## src/rtl/sbox_sched.sv

```systemverilog
// Shares one external pipelined AES S-box between a 16-byte state
// SubBytes job and a 4-byte key-schedule SubWord job.
//
// Ports:
//   clk, rst          clock, synchronous active-high reset
//   st_start/st_in    state job request and 128-bit operand
//   st_busy/st_done   state job in progress / completion pulse
//   st_out            substituted state (byte k = bits [8k+7:8k])
//   kw_start/kw_in    key word job request and 32-bit operand
//   kw_busy/kw_done   key word job in progress / completion pulse
//   kw_out            substituted key word
//   sb_x/sb_y         byte to the external S-box / its delayed result
module sbox_sched #(
    parameter int SBOX_LAT = 4
) (
    input  logic         clk,
    input  logic         rst,
    input  logic         st_start,
    input  logic [127:0] st_in,
    output logic         st_busy,
    output logic         st_done,
    output logic [127:0] st_out,
    input  logic         kw_start,
    input  logic [31:0]  kw_in,
    output logic         kw_busy,
    output logic         kw_done,
    output logic [31:0]  kw_out,
    output logic [7:0]   sb_x,
    input  logic [7:0]   sb_y
);

    logic [127:0] st_op;
    logic [31:0]  kw_op;
    logic [3:0]   st_iss;
    logic [1:0]   kw_iss;
    logic         st_pend;
    logic         kw_pend;
    // 1 when st was served last, or nothing served since reset,
    // so that kw wins the next tie.
    logic         hist_st;

    // Tag pipeline running alongside the external S-box.
    logic [SBOX_LAT-1:0] tv;
    logic [SBOX_LAT-1:0] tid;
    logic [3:0]          tix [SBOX_LAT];

    logic       st_acc;
    logic       kw_acc;
    logic       gnt_st;
    logic       gnt_kw;
    logic       cap_v;
    logic       cap_st;
    logic [3:0] cap_ix;

    always_comb begin
        st_acc = st_start && !st_busy;
        kw_acc = kw_start && !kw_busy;
        gnt_kw = kw_pend && (!st_pend || hist_st);
        gnt_st = st_pend && !gnt_kw;
        cap_v  = tv[SBOX_LAT-1];
        cap_st = tid[SBOX_LAT-1];
        cap_ix = tix[SBOX_LAT-1];
        unique case (1'b1)
            gnt_kw:  sb_x = kw_op[{kw_iss, 3'b000} +: 8];
            gnt_st:  sb_x = st_op[{st_iss, 3'b000} +: 8];
            default: sb_x = 8'h00;
        endcase
    end

    always_ff @(posedge clk) begin
        if (rst) begin
            st_op   <= '0;
            kw_op   <= '0;
            st_iss  <= '0;
            kw_iss  <= '0;
            st_pend <= 1'b0;
            kw_pend <= 1'b0;
            st_busy <= 1'b0;
            kw_busy <= 1'b0;
            st_done <= 1'b0;
            kw_done <= 1'b0;
            st_out  <= '0;
            kw_out  <= '0;
            hist_st <= 1'b1;
            tv      <= '0;
            tid     <= '0;
            for (int i = 0; i < SBOX_LAT; i++) begin
                tix[i] <= '0;
            end
        end else begin
            st_done <= 1'b0;
            kw_done <= 1'b0;

            tv[0]  <= gnt_kw || gnt_st;
            tid[0] <= gnt_st;
            tix[0] <= gnt_st ? st_iss : {2'b00, kw_iss};
            for (int i = 1; i < SBOX_LAT; i++) begin
                tv[i]  <= tv[i-1];
                tid[i] <= tid[i-1];
                tix[i] <= tix[i-1];
            end

            if (gnt_kw) begin
                kw_iss  <= kw_iss + 2'd1;
                hist_st <= 1'b0;
                if (kw_iss == 2'd3) kw_pend <= 1'b0;
            end
            if (gnt_st) begin
                st_iss  <= st_iss + 4'd1;
                hist_st <= 1'b1;
                if (&st_iss) st_pend <= 1'b0;
            end

            // Results return in issue order, so the last index
            // captured marks the end of the job.
            if (cap_v) begin
                if (cap_st) begin
                    st_out[{cap_ix, 3'b000} +: 8] <= sb_y;
                    if (&cap_ix) begin
                        st_done <= 1'b1;
                        st_busy <= 1'b0;
                    end
                end else begin
                    kw_out[{cap_ix[1:0], 3'b000} +: 8] <= sb_y;
                    if (cap_ix[1:0] == 2'd3) begin
                        kw_done <= 1'b1;
                        kw_busy <= 1'b0;
                    end
                end
            end

            if (st_acc) begin
                st_op   <= st_in;
                st_iss  <= '0;
                st_pend <= 1'b1;
                st_busy <= 1'b1;
            end
            if (kw_acc) begin
                kw_op   <= kw_in;
                kw_iss  <= '0;
                kw_pend <= 1'b1;
                kw_busy <= 1'b1;
            end
        end
    end

endmodule

```

## config.mk

```make
export PLATFORM = sky130hd
export DESIGN_NAME = sbox_sched
export DESIGN_NICKNAME = d
export VERILOG_FILES = /design/src/rtl/sbox_sched.sv
export SDC_FILE = /design/constraint.sdc
export NUM_CORES = 1
export LEC_CHECK = 0
export BUFFER_PORTS_ARGS = -buffer_cell sky130_fd_sc_hd__buf_2
export CAP_MARGIN = 20
export CORE_MARGIN = 2
export CORE_UTILIZATION = 28
export DETAILED_ROUTE_END_ITERATION = 8
export HOLD_SLACK_MARGIN = 0.02
export PLACE_DENSITY = 0.51
export SLEW_MARGIN = 20
export SYNTH_ARGS = -nofsm -noshare
export SYNTH_HDL_FRONTEND = slang
export SYNTH_SLANG_ARGS = --single-unit
```

## constraint.sdc

```tcl
create_clock -name clk -period 5 [get_ports clk]
set_input_delay 0.75 -clock clk [delete_from_list [all_inputs] [get_ports clk]]
set_output_delay 0.75 -clock clk [all_outputs]
set_load 0.02 [all_outputs]
```

==> results of run 1 <==
[layout by cell type, fill, tap and decap left out, drive strengths merged, types with 12 or more instances in the layout]
| cell type | netlist | layout |
|---|---|---|
| a21oi | 181 | 181 |
| a22oi | 39 | 39 |
| buf | 34 | 354 |
| clkbuf | 84 | 65 |
| dfxtp | 357 | 357 |
| mux2i | 138 | 138 |
| mux4 | 26 | 26 |
| nand2 | 351 | 351 |
| nand2b | 102 | 102 |
| nand3 | 37 | 37 |
| nor2 | 63 | 63 |
| nor2b | 30 | 30 |
| nor3 | 12 | 12 |
| o21ai | 20 | 20 |
[worst max-delay path, cell delays in order (launching register included)]
cell and delay (ps):
dfxtp_2 320, buf_4 620, mux2_2 410, o2111ai_1 370, o211ai_1 250, buf_2 230
[worst max path at each step]
| stage | start | end | slack (ps) | cells after the start |
|---|---|---|---|---|
| 2_1_floorplan | st_iss[0] | sb_x[0] | 2530 | 6 |
| 3_3_place_gp | st_iss[0] | sb_x[7] | 2070 | 5 |
| 3_5_place_dp | st_iss[2] | sb_x[7] | 2010 | 5 |
| 4_1_cts | st_iss[2] | sb_x[7] | 1410 | 5 |
| 5_1_grt | st_iss[2] | sb_x[0] | 1280 | 5 |
| 6_report | st_iss[0] | sb_x[7] | 1470 | 5 |
[cells by family (layout without fill, tap and decap cells)]
| group | Yosys count | count (layout) | synth area share [%] |
|---|---|---|---|
| compound gates | 264 | 264 | 10.44 |
| xor+xnor | 7 | 7 | 0.6107 |
| fa+ha+maj | 8 | 8 | 0.6979 |
| buf+inv | 121 | 430 | 3.655 |
| flops | 357 | 357 | 49.83 |
| mux | 172 | 172 | 14.34 |
| simple gates | 614 | 614 | 20.43 |
[per-stage QoR]
stage | total power, W | worst slack [ps] | instances
final | 0.006494 | 1468 | 2524
after global routing | 0.006739 | 1284 | 2524
after CTS | 0.006583 | 1413 | 2524
after detailed placement | 0.003514 | 2011 | 2451
after global placement | 0.003509 | 2073 | 2451
after floorplan | 0.003320 | 2529 | 1543
[state kept, by name (all words and copies together) (netlist names), 2 cells and up]
name,flops
st_op,128
kw_out,32
kw_op,32
st_out,128
tv,4
tid,4
st_iss,4
tix,16
kw_iss,2
[cell type report]
class                      instances  share of cell area (%)
sequential                       357                   39.97
multi-input combinational       1065                   37.45
timing repair buffer             354                   10.12
clock buffer                      65                   7.261
tap                              672                   4.701
clock inverter                     8                  0.4477
inverter                           3                 0.06296
[cell usage after synthesis, drive strengths merged]
cell	instances	area, um2
ha	8	100.1
and3b	1	8.760
a22oi	39	292.8
nor3b	1	7.510
nor2b	30	187.7
o2111ai	7	61.31
nand2	351	1318
nand2b	102	640.6
nand3b	5	37.54
mux4	26	585.6
mux2i	138	1381
inv	3	11.26
a21boi	1	7.510
mux2	8	90.09
nand3	37	335.3
o21ai	20	100.1
nor3	12	71.32
or3	1	6.260
nor2	63	236.5
xor2	4	53.81
xnor2	3	33.79
and3	1	6.260
a211o	7	61.31
nand4	2	12.51
buf	34	197.7
nor4b	1	15.01
a21oi	181	905.9
o21a	1	7.510
and2	5	31.28
or2b	1	7.510
nand4b	1	8.760
dfxtp	357	7147
clkbuf	84	315.3
a32oi	1	8.760
o211ai	7	52.55
[power breakdown]
part	leakage, nW	internal [W]	switching (W)
combinational	4.27	0.000179	0.000275
clock	0.671	0.00183	0.00122
sequential	2.90	0.00293	0.0000599
[metal layers]
metal	part of all wire, %	routed length [um]	global-route usage, %
met2	47	21800	27.99
met3	5.0	2305	3.039
met1	46	21010	22.23
met5	0.028	13	0
met4	1.9	870	4.294
==> results.ini, run 1 <==
[status]
outcome=finished, final reports clean

[floorplan]
die_w_um=230.3
io_pins=344
start_util_pct=28.47
die_area_mm2=0.05305
row_count=82
die_h_um=230.3
core-area_mm2=0.05038

[final_layout]
utilization_pct=35.50
diodes=0
final_area_mm2=0.01789
final_nets=2002
multi_input_area_mm2=0.006698
area_delta_synth_final_pct=24.69
fillers=5186
regArea_mm2=0.007148
drive_gt1_share_pct=25.70

[detailed_routing]
drc_errors=0
wire_per_inst_um=18.23
dr.pass1.iters=8
first_iter_violations=667
viasPerCell=4.683
drt.antenna.violating_nets=0
wl_um=46000
vias=11821

[grt]
antenna_found_initial=1
grt_util_all_layers_pct=16.74
grt_first_pass_wirelength_um=69170
grt_remaining_overflow=0
grt_max_degree=101
grt_pass1_vias=11667

[critical_path]
worstPathRequired_ps=4250
r2r_start=tix[0][12]
cp-start-kind=flop
rrSetupSlack_ps=2190
arrival_ps=2780
reg2reg_to=st_out[90]
worstPathMaxFanout=55
crit_path_end_kind=primary output
path_class=flop to primary output
ff2ff_path_depth=6

[timing]
slew_violations=0
setup-tns-final_ps=0
fmax_ghz=0.2832
min_period_over_period_pct=70.63
setup_viol=0
worst_pin_slew_ps=1064
rsz0062_at_grt=no
hold_viol=0
timing.hold.ws_ps=423.3
fin_crit_ps=3532
relSlewSlack_pct=29.09
finClkSkew_ps=13.35

[worst_hold_path]
hold_depth=1
hold_path_startpoint=tix[0][1]
hold_path.class=flop to flop
worstHoldEndpoint=tix[0][5]

[clock_tree]
cts_setup_buffers=0
cts_tree=built
clk_latency_ps=560
cts-resized-gates=0
cts.htree.levels=2
clockBufferDepth=3
clock_sinks=357
cts_hold_buf=0
cts_buffers=41
clkTransAtPathRegs_ps=60
root_buffer=clkbuf_16

[logic_synthesis]
yosys_warnings=0
synth-seq-area-share_pct=49.83
ys_ff_latch=357
synth_cells=1543
synth_cell_type_count=45
syn_nets=1723
synth_area_mm2=0.01434
avgSynthCellArea_um2=9.296

[placed_design]
port-buffer-count=343
dpl.hpwl_um=33040
gp_congestion=0.8098
placed_cell_area_mm2=0.01650

[pwr]
p_per_area_mw_per_mm2=363.1
leakage_nw=7.843
ir_drop_mv=0.2021

[job]
cap_violations=0

Note: power is estimated with default switching activity, not from simulation.
==> inputs of run 2 (changes only) <==
- PLACE_DENSITY: 0.51 -> 0.53
- clock period: 5 -> 3 ns (I/O delays scaled with it)
==> results.ini, run 2 (synthesis results as in run 1) <==
[critical_path]
path_class=flop to primary output
max_stage_delay_ps=530  ; -90 ps
ff2ff_path_depth=6  ; unchanged
arrival_ps=2430  ; -350 ps
worstPathRequired_ps=2550  ; -1700 ps
path_buf_inv=1  ; -1
critPathSlowestCell=mux4_2
cp-start-kind=flop
crit_path_end_kind=primary output
path_cells=mux4_2 > mux2_2 > a32oi_1 > o21ai_0 > buf_2
worstPathMaxFanout=9  ; -84%
crit_family=multiplexers
path_depth=5  ; unchanged

[pwr]
ir_drop_mv=0.4150  ; +110%
leakage_nw=7.994  ; +1.9%
p_per_area_mw_per_mm2=599.4  ; +65%

[grt]
antenna_found_initial=0  ; -1
grt_max_degree=110  ; +8.9%
grt_remaining_overflow=0  ; unchanged
grt_pass1_vias=11981  ; +2.7%
grt_util_all_layers_pct=16.76  ; +0.017 points
grt_first_pass_wirelength_um=69540  ; +0.54%

[timing]
finClkSkew_ps=13.91  ; +0.5616 ps
hold_viol=0  ; unchanged
fmax_ghz=0.3469
fin_crit_ps=2883
relSlewSlack_pct=41.47  ; +12 points
setup_viol=0  ; unchanged
min_period_over_period_pct=96.09
setup-tns-final_ps=0  ; unchanged
worst_pin_slew_ps=871.3  ; -192.3 ps
rsz0062_at_grt=no
slew_violations=0  ; unchanged

[worst_hold_path]
hold_depth=3  ; +2
hold_path.class=input pin to flop

[final_layout]
fillers=5229  ; +0.83%
layout_common_cells=355 x dfxtp_1, 351 x nand2_1, 342 x buf_2
final_area_mm2=0.01814  ; +1.4%
final_nets=2027  ; +1.2%
area_delta_synth_final_pct=26.46
final_common_cell=dfxtp_1
regArea_mm2=0.007152  ; about the same
reg_top3=st_op x128, st_out x128
stdcell_count=2550  ; +1.0%
multi_input_area_mm2=0.006693  ; about the same
diodes=0  ; unchanged
drive_gt1_share_pct=26.62  ; +0.92 points

[placed_design]
dpl.hpwl_um=32820  ; -0.66%
port-buffer-count=343  ; unchanged
gp_congestion=0.8065  ; -0.41%
dpl.cell_count=2474  ; +0.94%
placed_cell_area_mm2=0.01676  ; +1.6%

[detailed_routing]
wl_um=46060  ; +0.13%
drt.antenna.violating_nets=0  ; unchanged
viasPerCell=4.703  ; +0.42%
wire_per_inst_um=18.06  ; -0.89%
vias=11993  ; +1.5%
first_iter_violations=615  ; -7.8%
dr.pass1.iters=5  ; -3
drc_errors=0  ; unchanged

[clock_tree]
clk_latency_ps=560  ; about the same
clockBufferDepth=3  ; unchanged
clock_sinks=357  ; unchanged
cts_buffers=42  ; +2.4%
clkTransAtPathRegs_ps=60  ; about the same
root_buffer=clkbuf_16
cts_hold_buf=0  ; unchanged
cts.htree.levels=2  ; unchanged
cts_tree=built

[floorplan]
die_w_um=230.3  ; unchanged
io_pins=344  ; unchanged
row_count=82  ; unchanged
start_util_pct=28.47  ; unchanged
core-area_mm2=0.05038  ; unchanged
die_h_um=230.3  ; unchanged
die_area_mm2=0.05305  ; unchanged

[status]
outcome=finished, final reports clean

[job]
cap_violations=0  ; unchanged

==> run 2: cell types whose count changed in the layout (fill, tap and decap cells not counted), moves of 2 or more <==
cell | before | now
clkbuf_1 | 8 | 10
clkinv_2 | 2 | 8
bufinv_16 | 1 | 3
buf_12 | 0 | 7
inv_6 | 1 | 5
clkbuf_8 | 14 | 4
buf_4 | 11 | 27
==> run 2: final timing paths <==
| path | from | to | slack (ps) |
|---|---|---|---|
| max | st_iss[1] | sb_x[5] | 120 |
| min | st_in[3] | st_op[3] | 130 |
| max reg2reg | tix[0][12] | st_out[52] | 500 |
| min reg2reg | tid[2] | tid[3] | 440 |
==> run 2: final cells by class <==
| class | count | area share, % |
|---|---|---|
| timing repair buffer | 378 | 11.49 |
| multi-input combinational | 1065 | 36.90 |
| tap | 672 | 4.635 |
| clock inverter | 18 | 1.042 |
| clock buffer | 57 | 6.443 |
| sequential | 357 | 39.43 |
| inverter | 3 | 0.06208 |
==> run 2: tightest hold or removal path: cells and delay by family <==
kind	cells	cell delay [ps]
compound gates	1	50
simple gates	1	50
buf+inv	1	100
==> run 2: per-stage QoR <==
stage          power, W  util [%]  hold WS [ps]  setup WS [ps]
3_5_place_dp   0.005887     33.27         427.8          474.5
4_1_cts         0.01102     35.98         100.9          8.277
6_report        0.01087     36.01         125.7          117.3
2_1_floorplan  0.005533         -         413.8          829.0
3_3_place_gp   0.005875     33.27         431.6          540.8
5_1_grt         0.01128     36.01         116.9          61.94
==> run 2: report_power, final <==
| part | total, W | internal, W | switching (W) |
|---|---|---|---|
| Clock | 0.00509 | 0.00300 | 0.00209 |
| Combinational | 0.000799 | 0.000329 | 0.000470 |
| Sequential | 0.00498 | 0.00489 | 0.0000918 |
==> run 2: layer usage <==
layer	GRT usage (%)	vias to the layer above	share of wire (%)
li1	-	5836	-
met1	21.88	5757	44
met2	28.05	339	48
met3	3.496	61	6.0
met4	4.456	0	1.9
met5	0	-	0
==> run 2: timing repair <==
item,4_1_cts,5_1_grt
setup buffers,0,1
endpoints found under the hold margin,0,0
gates resized for setup,2,0
endpoints found under the setup margin,3,3
